<file path="src/rtl/ipv6_packetiser_core.sv">
// rtl/ipv6_packetiser_core.sv - wraps one sensor byte in a fixed IPv6 header and streams 41 bytes to the radio
//
// Purpose: latches a payload byte and emits a 40-byte IPv6 header followed by
// that byte, one byte per send strobe. Each issued byte is followed by a
// HOLD cycle. radio_busy stalls issue only.
//
// Optional feature: define IPV6_PACKETISER_SEQ_EN to replace the constant
// flow label with a 20-bit packet sequence counter.
//
// Ports:
//   clk           in   1  system clock, rising edge
//   rst           in   1  asynchronous active-high reset
//   data_in       in   8  payload byte
//   data_valid    in   1  qualifies data_in, sampled only while idle
//   radio_busy    in   1  radio cannot accept a byte this cycle
//   tx_data       out  8  registered byte presented to the radio
//   send          out  1  one-cycle strobe, tx_data valid
//   packet_valid  out  1  high for the whole packet emission
module ipv6_packetiser_core #(
  parameter logic [127:0] SRC_ADDR      = 128'hFE80_0000_0000_0000_0000_0000_0000_0001,
  parameter logic [127:0] DST_ADDR      = 128'hFE80_0000_0000_0000_0000_0000_0000_0002,
  parameter logic [7:0]   TRAFFIC_CLASS = 8'h00,
  parameter logic [19:0]  FLOW_LABEL    = 20'h00000,
  parameter logic [7:0]   NEXT_HEADER   = 8'h3B,
  parameter logic [7:0]   HOP_LIMIT     = 8'd64
) (
  input  logic       clk,
  input  logic       rst,
  input  logic [7:0] data_in,
  input  logic       data_valid,
  input  logic       radio_busy,
  output logic [7:0] tx_data,
  output logic       send,
  output logic       packet_valid
);

  typedef enum logic [1:0] {IDLE, ISSUE, HOLD} state_t;

  localparam logic [5:0] LAST_IDX = 6'd40;

  state_t       state, state_nxt;
  logic [5:0]   idx, idx_nxt;
  logic [7:0]   payload, payload_nxt;
  logic [7:0]   tx_data_nxt;
  logic         send_nxt;
  logic         packet_valid_nxt;
  logic [19:0]  flow;
  logic [327:0] pkt;
  logic [327:0] pkt_shift;
  logic [7:0]   cur_byte;

`ifdef IPV6_PACKETISER_SEQ_EN
  logic [19:0]  seq, seq_nxt;
  assign flow = seq;
`else
  assign flow = FLOW_LABEL;
`endif

  // Whole packet as one big-endian vector; byte idx is found by shifting it
  // to the top, so byte 0 sits in pkt[327:320].
  assign pkt = {4'h6, TRAFFIC_CLASS, flow, 16'h0001, NEXT_HEADER, HOP_LIMIT,
                SRC_ADDR, DST_ADDR, payload};
  assign pkt_shift = pkt << {idx, 3'b000};
  assign cur_byte  = pkt_shift[327:320];

  // State register
  always_ff @(posedge clk or posedge rst) begin
    if (rst) begin
      state        <= IDLE;
      idx          <= 6'd0;
      payload      <= 8'h00;
      tx_data      <= 8'h00;
      send         <= 1'b0;
      packet_valid <= 1'b0;
`ifdef IPV6_PACKETISER_SEQ_EN
      seq          <= 20'd0;
`endif
    end else begin
      state        <= state_nxt;
      idx          <= idx_nxt;
      payload      <= payload_nxt;
      tx_data      <= tx_data_nxt;
      send         <= send_nxt;
      packet_valid <= packet_valid_nxt;
`ifdef IPV6_PACKETISER_SEQ_EN
      seq          <= seq_nxt;
`endif
    end
  end

  // Next-state logic
  always_comb begin
    state_nxt = state;
    case (state)
      IDLE:    if (data_valid) state_nxt = ISSUE;
      ISSUE:   if (!radio_busy) state_nxt = HOLD;
      HOLD:    state_nxt = (idx == LAST_IDX) ? IDLE : ISSUE;
      default: state_nxt = IDLE;
    endcase
  end

  // Output / datapath next values; registered outputs hold by default
  always_comb begin
    idx_nxt          = idx;
    payload_nxt      = payload;
    tx_data_nxt      = tx_data;
    send_nxt         = send;
    packet_valid_nxt = packet_valid;
`ifdef IPV6_PACKETISER_SEQ_EN
    seq_nxt          = seq;
`endif
    case (state)
      IDLE: begin
        send_nxt = 1'b0;
        if (data_valid) begin
          payload_nxt      = data_in;
          idx_nxt          = 6'd0;
          packet_valid_nxt = 1'b1;
        end
      end
      ISSUE: begin
        if (!radio_busy) begin
          tx_data_nxt = cur_byte;
          send_nxt    = 1'b1;
`ifdef IPV6_PACKETISER_SEQ_EN
          // Counter advances once the last byte has left, so the flow label
          // bytes of this packet already carried the old value.
          if (idx == LAST_IDX) seq_nxt = seq + 20'd1;
`endif
        end else begin
          send_nxt = 1'b0;
        end
      end
      HOLD: begin
        send_nxt = 1'b0;
        if (idx == LAST_IDX) packet_valid_nxt = 1'b0;
        else                 idx_nxt = idx + 6'd1;
      end
      default: begin
        send_nxt         = 1'b0;
        packet_valid_nxt = 1'b0;
      end
    endcase
  end

endmodule

</file>
<file path="config.mk">
export PLATFORM = sky130hd
export DESIGN_NAME = ipv6_packetiser_core
export DESIGN_NICKNAME = d
export VERILOG_FILES = /design/src/rtl/ipv6_packetiser_core.sv
export SDC_FILE = /design/constraint.sdc
export NUM_CORES = 1
export LEC_CHECK = 0
export ABC_AREA = 1
export BUFFER_PORTS_ARGS = -buffer_cell sky130_fd_sc_hd__buf_4
export CAP_MARGIN = 15
export CORE_ASPECT_RATIO = 1.25
export CORE_MARGIN = 4
export CORE_UTILIZATION = 40
export CTS_CLUSTER_SIZE = 40
export DETAILED_ROUTE_END_ITERATION = 8
export PLACE_DENSITY = 0.64
export SLEW_MARGIN = 20
export SYNTH_ARGS = -nofsm -noshare
export SYNTH_HDL_FRONTEND = slang
export SYNTH_SLANG_ARGS = --single-unit
</file>
<file path="constraint.sdc">
create_clock -name clk -period 3.7 [get_ports clk]
set_input_delay 0.925 -clock clk [delete_from_list [all_inputs] [get_ports clk]]
set_output_delay 0.925 -clock clk [all_outputs]
set_load 0.02 [all_outputs]
</file>
== Word-level counts from Yosys, hierarchy flattened ==
Index checks and enable logic that the tools add are counted.
Storage, ports and cells
  flip-flop bits (word level): 26
  input bits: 12
  output and inout port bits: 10
Cells by class
  add/sub/neg operators: 1
  eq/ne operators: 7
  shift operators: 1
  multiplexer cells: 12
  bitwise gates (word level): 2
  reduce and logical (&&, ||, !) cells: 7
Operators with widths (number)
  $shl 327x9->328: 1
  $mux 6: 2
  $pmux 6 s2: 1
  $ne 2x2->1 const B: 4
  $add 6x1->6 const B: 1
  $eq 6x6->1 const B: 1
  $pmux 2 s3: 1
  $reduce_and 2->1: 3
  $reduce_and 3->1: 2
  $mux 1: 5
  $mux 2: 2
  $pmux 1 s3: 1
  $eq 2x1->1 const B: 1
  $eq 2x2->1 const B: 1
  $logic_not 2->1: 1
  $not 1->1: 2
  $reduce_bool 2->1: 1

== Longest topological paths before layout ==
Gate-level depths: netlist of the first run.
  depth in word-level cells: 3
  mapped depth: 8

== Least setup slack after synthesis of the first run ==
OpenSTA, ideal clock, no wires.
  path type: input port to flip-flop
  from: input port radio_busy
  to: register tx_data[5]
  setup time: 0.116 ns
  arrival time: 1.427 ns
  required time: 3.584 ns
  setup slack: 2.156 ns
  stages: 5
  path buffers: 1
  cell sequence: nor2_2 > buf_6 > o21ai_0 > nor2_1 > nor2_2
Between the ends
  longest elaborated chain between the ends: 2
RTL lines
  start, declared: line 31  | input logic radio_busy,
  $not 1->1 (no source line)
  $reduce_and 2->1 (no source line)
  end signal, assigned: line 82  | tx_data <= tx_data_nxt;
  end, declared: line 32  | output logic [7:0] tx_data,
Every way passes these cells.
A chain may end at the register's enable or synchronous reset.

== Worst setup path after layout of the first run ==
  from: register tx_data[1]
  to: output port tx_data[1]
No word-level cell between the ends.

==> results of run 1 <==
-- synthesized netlist by cell type, drive strengths merged --
cell    number
nand2       57
dfrtp       26
nand3       20
inv         19
nor2        17
o21ai        9
or2          5
ha           4
a21boi       3
buf          3
nor3         2
clkinv       1
mux2i        1
nand4        1
o21bai       1
xor2         1
-- kinds of logic (layout without fill, tap and decap cells) --
group	count (synthesis)	after routing	share of synthesized area [%]
adder cells (fa/ha/maj)	4	4	3.59
AND/OR/NAND/NOR	102	102	34.0
XOR/XNOR	1	1	0.628
AO/OA/AOI/OAI	13	13	6.19
multiplexers	1	1	0.718
flip-flops	26	26	46.7
buffers and inverters	23	45	8.17
-- final cells by class --
cell class	instances	area, µm²	area share, %
clock buffer	3	41.3	2.52
clock inverter	1	30.0	1.84
inverter	20	80.1	4.90
multi-input combinational	121	629	38.5
sequential	26	651	39.8
tap	37	46.3	2.83
timing repair buffer	21	158	9.64
-- state kept, by name, indices dropped and copies added (netlist names) --
register,flops
payload,8
send,1
idx,6
tx_data,8
packet_valid,1
state,2
-- power groups by stage --
stage | combinational [mW] | clock, mW | sequential (mW)
6_report | 0.356 | 0.237 | 0.431
5_1_grt | 0.402 | 0.250 | 0.446
4_1_cts | 0.363 | 0.243 | 0.431
3_5_place_dp | 0.362 | 0 | 0.436
3_3_place_gp | 0.353 | 0 | 0.433
2_1_floorplan | 0.220 | 0 | 0.463
-- metal layers --
metal	part of all wire (%)	vias to the layer above	track usage, %
met5	0	-	0
met4	1.2	0	5.06
met3	3.3	4	2.08
met2	51	19	25.3
met1	45	517	17.1
li1	-	575	-
-- how the worst max path moves through the flow --
stage                             endpoint  cells past startpoint  slack [ps]
floorplan           tx_data[5]$_DFFE_PP0P_                      5        2160
detailed placement  tx_data[6]$_DFFE_PP0P_                      5        1750
global route                    tx_data[1]                      1        1890
global placement    tx_data[6]$_DFFE_PP0P_                      5        1810
CTS                             tx_data[1]                      1        1920
finish                          tx_data[1]                      1        1930
==> results.md, run 1 <==
- Syn Inst Count: 170
- Clock Path Buffers: 2
- Number of global-route vias before repair: 1138
- Critical path startpoint category: flop
- Area post-placement: 1560 µm²
- Syn avg cell area: 8.20 µm²
- Total power: 1.02 mW
- Most common cell after layout, fill and taps aside: nand2_1
- Crit Path Max Fanout: 2
- WP data required: 2770 ps
- Die Ht: 74 µm
- Setup Buffers After CTS: 0
- Crit path max-delay family: flip-flops
- Place WS: 1750 ps
- Final std cells w/o fill: 229
- Slowest-stage cell, CP: dfrtp_1
- CP arrival: 850 ps
- Post-cts sizing count: 0
- Ratio of cells with drive above 1 in the final layout: 24.0%
- Area of the mapped netlist: 1390 µm²
- Sequential-to-total area share from yosys stat: 46.7%
- Sw Ratio: 35.1%
- Tcrit/Tclk final: 48.0%
- Initial Utilization: 42.5%
- Net Sw Power: 0.359 mW
- Initial drt markers: 29
- R2R depth: 7
- Post-route ant nets: 0
- Core Area: 3280 µm²
- HP Class: flop to flop
- # H-tree levels: 1
- Cell Rows: 23
- Area leader, netlist: dfrtp_1
- Vias: 1115
- Leak: 0.872 nW
- Comb pwr share: 34.8%
- GP Congestion: 0.856
- WP buf/inv: 1
- Critical Path Start: tx_data[1]$_DFFE_PP0P_
- Die area: 4500 µm²
- Clk_skew: 3.05 ps
- Area Growth Syn to Fin: 17.3%
- Final min period: 1770 ps
- Die width: 60.8 µm
- Clock Tree Root: clkbuf_8
- Synthesized flop and latch total: 26
- Critical path cell sequence: buf_4
- Wire length per cell: 12.1 µm
- Dominant cells by area after synthesis: dfrtp_1 (47%), nand2_1 (14%), nand3_1 (6.8%), ha_1 (3.6%), inv_1 (3.5%)
- Total GRT Usage: 14.2%
- R2R Setup Slk: 2230 ps
- Seq pwr share: 42.1%
- Run status: finished clean
- Via density: 4.87
- Hold endpoint: payload[0]$_DFFE_PP0P_
- VDD IR max: 0.000404 V
- Post-CTS Hold Fix Bufs: 0
- Largest net degree at the start of global routing: 27
- Layout Utilization: 49.8%
- First-pass GRT wire length: 4840 µm
- Initial antenna violation count: 0
- F_max: 563 MHz
- Final Net Count: 209
- TritonCTS buffer count: 3
- RSZ-0062 raised after global routing: no
- GR Overflow Total: 0
- Commonest cells after routing, fill and taps aside: nand2_1 (53), dfrtp_1 (26), buf_4 (21)
- I/O Buffers: 21
- Setup TNS: 0 ps
- Clk pwr share: 23.1%
- I/O pin count: 22
- N_diodes: 0
- Syn_nets: 186
- Crit Reg-Reg Endpoint: idx[1]$_DFFE_PP0P_
- Clock transition at the registers of the reported paths: 90 ps
- Cell Pwr Density: 626 nW/µm²
- Hold Startpoint: payload[0]$_DFFE_PP0P_
- Worst R2R Start: idx[0]$_DFFE_PP0P_
- Hold Path Stages: 2
- Netlist cell types: 25
- Setup WS post-layout: 1930 ps
- Slew of the pin with the lowest slew margin: 905 ps
- CTS tree: yes
- Final HPWL DP: 2110 µm
- Critical Path Sink Type: output pin
- Internal Dissipation: 0.664 mW
- Yosys warning total: 0
- Clock Latency Late Sink: 270 ps
- Routed Wire Length: 2770 µm
- Slew HR: 39.3%
- Worst hold slack: 490 ps
- CP Class: flop to output pin
- Slew Viols, Final: 0
- Post-synth top area share: 46.7%
- Drt first pass iters: 4
- Remaining DRCs: 0
- Sink Count: 26
- Final setup fails: 0
- Final Hold Viols: 0
- Fill cells: 346
- Critical path's largest stage delay: 410 ps
- Placed Cells: 225
- Total of max-cap violations: 0
- Design Area, Final: 1640 µm²
Power figures use the tool's default switching activity.
==> run 2: changes to the inputs <==
--- a/config.mk
+++ b/config.mk
@@ -13,7 +13,7 @@
 export CORE_UTILIZATION = 40
 export CTS_CLUSTER_SIZE = 40
 export DETAILED_ROUTE_END_ITERATION = 8
-export PLACE_DENSITY = 0.64
+export PLACE_DENSITY = 0.66
 export SLEW_MARGIN = 20
 export SYNTH_ARGS = -nofsm -noshare
 export SYNTH_HDL_FRONTEND = slang
==> constraint.sdc (replaced) <==
create_clock -name clk -period 1.57 [get_ports clk]
set_input_delay 0.3925 -clock clk [delete_from_list [all_inputs] [get_ports clk]]
set_output_delay 0.3925 -clock clk [all_outputs]
set_load 0.02 [all_outputs]
==> run 2 against run 1 <==
Net effect: hold slack lost 320 ps; sequential share of layout area is 0.36 points lower; sequential cell count unchanged; global-route usage is 0.32 points higher; worst setup slack lost 1800 ps; critical path type is now flop to flop; critical endpoint is now idx[3]$_DFFE_PP0P_; largest cell class unchanged.
==> results.md, run 2 (synthesis results as in run 1) <==
- Initial Utilization: 42.5% (unchanged)
- Final Hold Viols: 0 (unchanged)
- Critical path startpoint category: flop
- Via density: 4.94 (+1.5%)
- Total GRT Usage: 14.5% (+0.32 points)
- VDD IR max: 0.000947 V (+130%)
- Internal Dissipation: 1.58 mW (+140%)
- Leak: 0.885 nW (+1.5%)
- CP arrival: 1610 ps (+760 ps)
- Tcrit/Tclk final: 92.2%
- Initial drt markers: 24 (-17%)
- GR Overflow Total: 0 (unchanged)
- Crit Reg-Reg Endpoint: idx[3]$_DFFE_PP0P_
- N_diodes: 0 (unchanged)
- Post-route ant nets: 0 (unchanged)
- Slew HR: 75.1% (+36 points)
- Wire length per cell: 12.6 µm (+3.9%)
- CTS tree: yes
- Die Ht: 74 µm (unchanged)
- Critical Path Sink Type: flop
- Run status: finished clean
- Slew of the pin with the lowest slew margin: 374 ps (-531 ps)
- Area Growth Syn to Fin: 18.4%
- First-pass GRT wire length: 5020 µm (+3.6%)
- Clk pwr share: 22.9% (-0.2 points)
- Setup TNS: 0 ps (unchanged)
- Final Net Count: 211 (+0.96%)
- Largest registers: payload x8, tx_data x8, idx x6
- Total power: 2.44 mW (+140%)
- Placed Cells: 227 (+0.89%)
- Largest net degree at the start of global routing: 27 (unchanged)
- Comb pwr share: 35.7% (+0.9 points)
- RSZ-0062 raised after global routing: no
- Final std cells w/o fill: 231 (+0.87%)
- Area post-placement: 1580 µm² (+0.96%)
- Remaining DRCs: 0 (unchanged)
- Core Area: 3280 µm² (unchanged)
- Die width: 60.8 µm (unchanged)
- Most common cell after layout, fill and taps aside: nand2_1
- Cell Rows: 23 (unchanged)
- Clk_skew: 7.65 ps (+4.60 ps)
- Sw Ratio: 35.4% (+0.28 points)
- Register area: 651 µm² (unchanged)
- CP Class: flop to flop
- Final HPWL DP: 2180 µm (+3.4%)
- Final min period: 1450 ps
- Die area: 4500 µm² (unchanged)
- Commonest cells after routing, fill and taps aside: nand2_1 (53), dfrtp_1 (26), buf_4 (23)
- Clock Latency Late Sink: 270 ps (about the same)
- Routed Wire Length: 2910 µm (+4.8%)
- Cell Pwr Density: 1480 nW/µm² (+140%)
- Slew Viols, Final: 0 (unchanged)
- Sink Count: 26 (unchanged)
- Net Sw Power: 0.864 mW (+140%)
- # H-tree levels: 1 (unchanged)
- Number of global-route vias before repair: 1117 (-1.8%)
- Clock Path Buffers: 2 (unchanged)
- HP Class: input pin to asynchronous set/reset pin
- Drt first pass iters: 4 (unchanged)
- Initial antenna violation count: 0 (unchanged)
- TritonCTS buffer count: 3 (unchanged)
- Crit Path Max Fanout: 7 (+5)
- Seq pwr share: 41.4% (-0.7 points)
- I/O pin count: 22 (unchanged)
- Clock Tree Root: clkbuf_8
- WP data required: 1730 ps (-1040 ps)
- Clock transition at the registers of the reported paths: 100 ps (about the same)
- Ratio of cells with drive above 1 in the final layout: 25.3% (+1.3 points)
- R2R depth: 8 (+1)
- F_max: 691 MHz
- Total of max-cap violations: 0 (unchanged)
- GP Congestion: 0.850 (-0.79%)
- I/O Buffers: 21 (unchanged)
- Vias: 1142 (+2.4%)
- Design Area, Final: 1650 µm² (+0.92%)
- Worst R2R Start: idx[1]$_DFFE_PP0P_
- Final setup fails: 0 (unchanged)
- R2R Setup Slk: 120 ps (-2110 ps)
- Fill cells: 335 (-3.2%)
- Footprint of the multi-input gates: 629 µm² (unchanged)
run 2: cell types whose count changed in the layout (fill, tap and decap cells not counted):
cell / before / now
buf_4: 21 / 23
inv_2: 6 / 7
clkinv_1: 1 / 0
run 2: worst max-delay path by stage:
stage	from	to	slack, ps	cells past startpoint
finish	idx[1]$_DFFE_PP0P_	idx[3]$_DFFE_PP0P_	120	8
global route	idx[1]$_DFFE_PP0P_	idx[2]$_DFFE_PP0P_	2	8
global placement	idx[1]$_DFFE_PP0P_	idx[2]$_DFFE_PP0P_	190	8
CTS	idx[1]$_DFFE_PP0P_	idx[3]$_DFFE_PP0P_	110	8
floorplan	idx[0]$_DFFE_PP0P_	idx[5]$_DFFE_PP0P_	280	7
detailed placement	idx[1]$_DFFE_PP0P_	idx[3]$_DFFE_PP0P_	140	8
run 2: cell type report:
type                    count  share of cell area [%]
repair buffers             23                    10.5
flip-flops and latches     26                    39.4
multi-input cells         121                    38.1
clock buffers               3                    2.50
well taps                  37                    2.81
inverters                  20                    4.85
clock inverters             1                    1.82
run 2: power groups by stage:
| stage | Sequential (mW) | Clock (mW) | Combinational (mW) |
|---|---|---|---|
| after global routing | 1.04 | 0.593 | 0.971 |
| after CTS | 1.01 | 0.566 | 0.880 |
| after global placement | 1.01 | 0 | 0.852 |
| after floorplan | 1.09 | 0 | 0.519 |
| after detailed placement | 1.02 | 0 | 0.873 |
| final | 1.01 | 0.560 | 0.870 |
run 2: critical path, stage by stage, from the launching register on:
cell,delay [ps]
dfrtp_1,520
inv_1,80
ha_1,210
nand3_2,130
o21bai_4,80
nand2_4,110
clkinv_4,70
nand2_1,60
nand2_1,70
run 2: layer usage:
metal,wire length [µm],share of wire (%),GRT usage (%),up-vias
li1,-,-,-,582
met3,90,3.1,2.08,3
met5,0,0,0,-
met2,1500,51,24.1,28
met4,14,0.48,4.34,0
met1,1310,45,19.6,529
run 2: repair_timing:
action,CTS,global route
hold buffers,0,0
endpoints found under the setup margin,0,2
buffers inserted,0,0
gates resized for setup,0,1
run 2: through the flow:
stage / setup WS, ps / hold slack [ps] / util [%]
5_1_grt: 2.43 / 197 / 50.3
3_3_place_gp: 189 / 459 / 48.1
2_1_floorplan: 281 / 433 / -
4_1_cts: 109 / 177 / 50.3
3_5_place_dp: 137 / 464 / 48.1
6_report: 122 / 167 / 50.3
==> run 3: changes to the inputs <==
--- a/config.mk
+++ b/config.mk
@@ -9,11 +9,11 @@
 export BUFFER_PORTS_ARGS = -buffer_cell sky130_fd_sc_hd__buf_4
 export CAP_MARGIN = 15
 export CORE_ASPECT_RATIO = 1.25
-export CORE_MARGIN = 4
-export CORE_UTILIZATION = 40
+export CORE_MARGIN = 2
+export CORE_UTILIZATION = 42
 export CTS_CLUSTER_SIZE = 40
 export DETAILED_ROUTE_END_ITERATION = 8
-export PLACE_DENSITY = 0.66
+export PLACE_DENSITY = 0.63
 export SLEW_MARGIN = 20
 export SYNTH_ARGS = -nofsm -noshare
 export SYNTH_HDL_FRONTEND = slang
==> run 3 against run 2 <==
Net effect: die area down 16%; clock skew shrank 4.6 ps; sequential cell count unchanged; non-clock buffer count unchanged; final cell count did not move; cell area unchanged; worst setup slack improved by 34 ps; combinational power decreased by 1%; routed wire length fell by 5.7%; hold slack improved by 1.4 ps; register-to-register slack gained 30 ps; largest cell class unchanged.
==> results.md, run 3 (synthesis results as in run 1) <==
- Run status: finished clean
- Vias: 1126 (-1.4%)
- Sw Ratio: 35.0% (-0.37 points)
- Sink Count: 26 (unchanged)
- Clock Latency Late Sink: 270 ps (about the same)
- Tcrit/Tclk final: 90.0% (-2.2 points)
- GP Congestion: 0.869 (+2.3%)
- CTS tree: yes
- WP data required: 1740 ps (about the same)
- Critical path cell sequence: inv_1 -> ha_1 -> nand3_2 -> o21bai_4 -> nand2_4 -> clkinv_4 -> nand2_1 -> nand2_1
- Post-route ant nets: 0 (unchanged)
- Area post-placement: 1580 µm² (unchanged)
- CP Class: flop to flop
- N_diodes: 0 (unchanged)
- Cell Rows: 23 (unchanged)
- Largest net degree at the start of global routing: 27 (unchanged)
- Commonest cells after routing, fill and taps aside: nand2_1 (53), dfrtp_1 (26), buf_4 (23)
- GR Overflow Total: 0 (unchanged)
- Total of max-cap violations: 0 (unchanged)
- Layout Utilization: 51.7% (+1.4 points)
- Initial drt markers: 16 (-33%)
- Slew HR: 74.9% (-0.21 points)
- F_max: 707 MHz (+2.4%)
- First-pass GRT wire length: 4800 µm (-4.4%)
- Worst hold slack: 169 ps (+1.35 ps)
- Clk_skew: 3.05 ps (-4.60 ps)
- Cell Pwr Density: 1470 nW/µm² (-0.62%)
- Ratio of cells with drive above 1 in the final layout: 25.3% (unchanged)
- Most common cell after layout, fill and taps aside: nand2_1
- VDD IR max: 0.000817 V (-14%)
- Final std cells w/o fill: 231 (unchanged)
- Net Sw Power: 0.850 mW (-1.7%)
- Routed Wire Length: 2740 µm (-5.7%)
- Final HPWL DP: 2070 µm (-5.0%)
- Total GRT Usage: 16.1% (+1.6 points)
- HP Class: input pin to asynchronous set/reset pin
- Fill cells: 320 (-4.5%)
- I/O Buffers: 21 (unchanged)
- Wire length per cell: 11.9 µm (-5.7%)
- Design Area, Final: 1650 µm² (unchanged)
- CP arrival: 1590 ps (-20 ps)
- Place WS: 164 ps (+27.4 ps)
- TritonCTS buffer count: 3 (unchanged)
- Crit path max-delay family: flip-flops
- WP buf/inv: 2 (unchanged)
- Slew Viols, Final: 0 (unchanged)
- Final setup fails: 0 (unchanged)
- Seq pwr share: 41.7% (+0.3 points)
- Setup WS post-layout: 156 ps (+34.1 ps)
- Final Net Count: 211 (unchanged)
- I/O pin count: 22 (unchanged)
- Clock Tree Root: clkbuf_8
- Final min period: 1410 ps (-34.1 ps)
- Setup TNS: 0 ps (unchanged)
- Die width: 55.5 µm (-8.7%)
- Clock transition at the registers of the reported paths: 90 ps (about the same)
- Most frequent CP cell: nand2_1
- RSZ-0062 raised after global routing: no
- Comb pwr share: 35.4% (-0.3 points)
- Setup Buffers After CTS: 0 (unchanged)
- Drt first pass iters: 4 (unchanged)
- Critical path's largest stage delay: 520 ps (about the same)
- Via density: 4.87 (-1.4%)
- Initial antenna violation count: 0 (unchanged)
- Critical path startpoint category: flop
- Crit Path Max Fanout: 7 (unchanged)
- Die area: 3800 µm² (-16%)
- Remaining DRCs: 0 (unchanged)
- Initial Utilization: 43.6% (+1.1 points)
- Slew of the pin with the lowest slew margin: 377 ps (+3.22 ps)
- Core Area: 3190 µm² (-2.6%)
- Largest registers: payload x8, tx_data x8, idx x6
- Leak: 0.885 nW (unchanged)
- Number of global-route vias before repair: 1069 (-4.3%)
- Clock Path Buffers: 2 (unchanged)
- Slowest-stage cell, CP: dfrtp_1
- Area Growth Syn to Fin: 18.4% (unchanged)
- # H-tree levels: 1 (unchanged)
- Placed Cells: 227 (unchanged)
- Clk pwr share: 23.0% (about the same)
- Total power: 2.43 mW (-0.62%)
- Critical Path Sink Type: flop
- Final Hold Viols: 0 (unchanged)
- Internal Dissipation: 1.58 mW (about the same)
- Die Ht: 68.4 µm (-7.6%)
-- run 3: cell counts in the layout (fill, tap and decap cells not counted) --
Identical to the previous run, type by type.
-- run 3: worst min-delay path: cells and delay by family --
kind	cells	cell delay (ps)
buffers and inverters	3	450
-- run 3: repair_timing --
item | CTS | global route
resized for setup | 0 | 1
endpoints found under the setup margin | 0 | 2
hold buffers | 0 | 0
-- run 3: power by group through the flow --
stage / registers [mW] / logic [mW] / clock network [mW]
3_3_place_gp: 1.01 / 0.863 / 0
3_5_place_dp: 1.02 / 0.868 / 0
5_1_grt: 1.03 / 0.988 / 0.597
6_report: 1.01 / 0.858 / 0.557
4_1_cts: 1.01 / 0.874 / 0.572
2_1_floorplan: 1.09 / 0.519 / 0
-- run 3: layout make-up --
cell class | instances | area (µm²) | share of cell area (%)
flip-flops and latches | 26 | 651 | 39.4
multi-input cells | 121 | 629 | 38.1
repair buffers | 23 | 173 | 10.5
inverters | 20 | 80.1 | 4.85
well taps | 37 | 46.3 | 2.81
clock buffers | 3 | 41.3 | 2.50
clock inverters | 1 | 30.0 | 1.82
-- run 3: path summary, 6_finish.rpt --
check | startpoint | end | slack (ps) | cells after the start
worst max-delay path | idx[1]$_DFFE_PP0P_ | idx[5]$_DFFE_PP0P_ | 160 | 8
worst min-delay path | rst | idx[4]$_DFFE_PP0P_ | 170 | 3
worst max register to register | idx[1]$_DFFE_PP0P_ | idx[5]$_DFFE_PP0P_ | 160 | 8
max in group asynchronous | rst | payload[6]$_DFFE_PP0P_ | 1160 | 3
worst min register to register | tx_data[0]$_DFFE_PP0P_ | tx_data[0]$_DFFE_PP0P_ | 490 | 2
min in group clk | radio_busy | state[1]$_DFFE_PP0P_ | 290 | 2
-- run 3: per-layer routing --
metal / wire, µm / part of all wire (%) / track usage [%] / vias up
li1: - / - / - / 582
met1: 1280 / 47 / 20.3 / 515
met2: 1340 / 49 / 28.6 / 25
met3: 90 / 3.3 / 2.27 / 4
met4: 34 / 1.2 / 5.49 / 0
met5: 0 / 0 / 0 / -
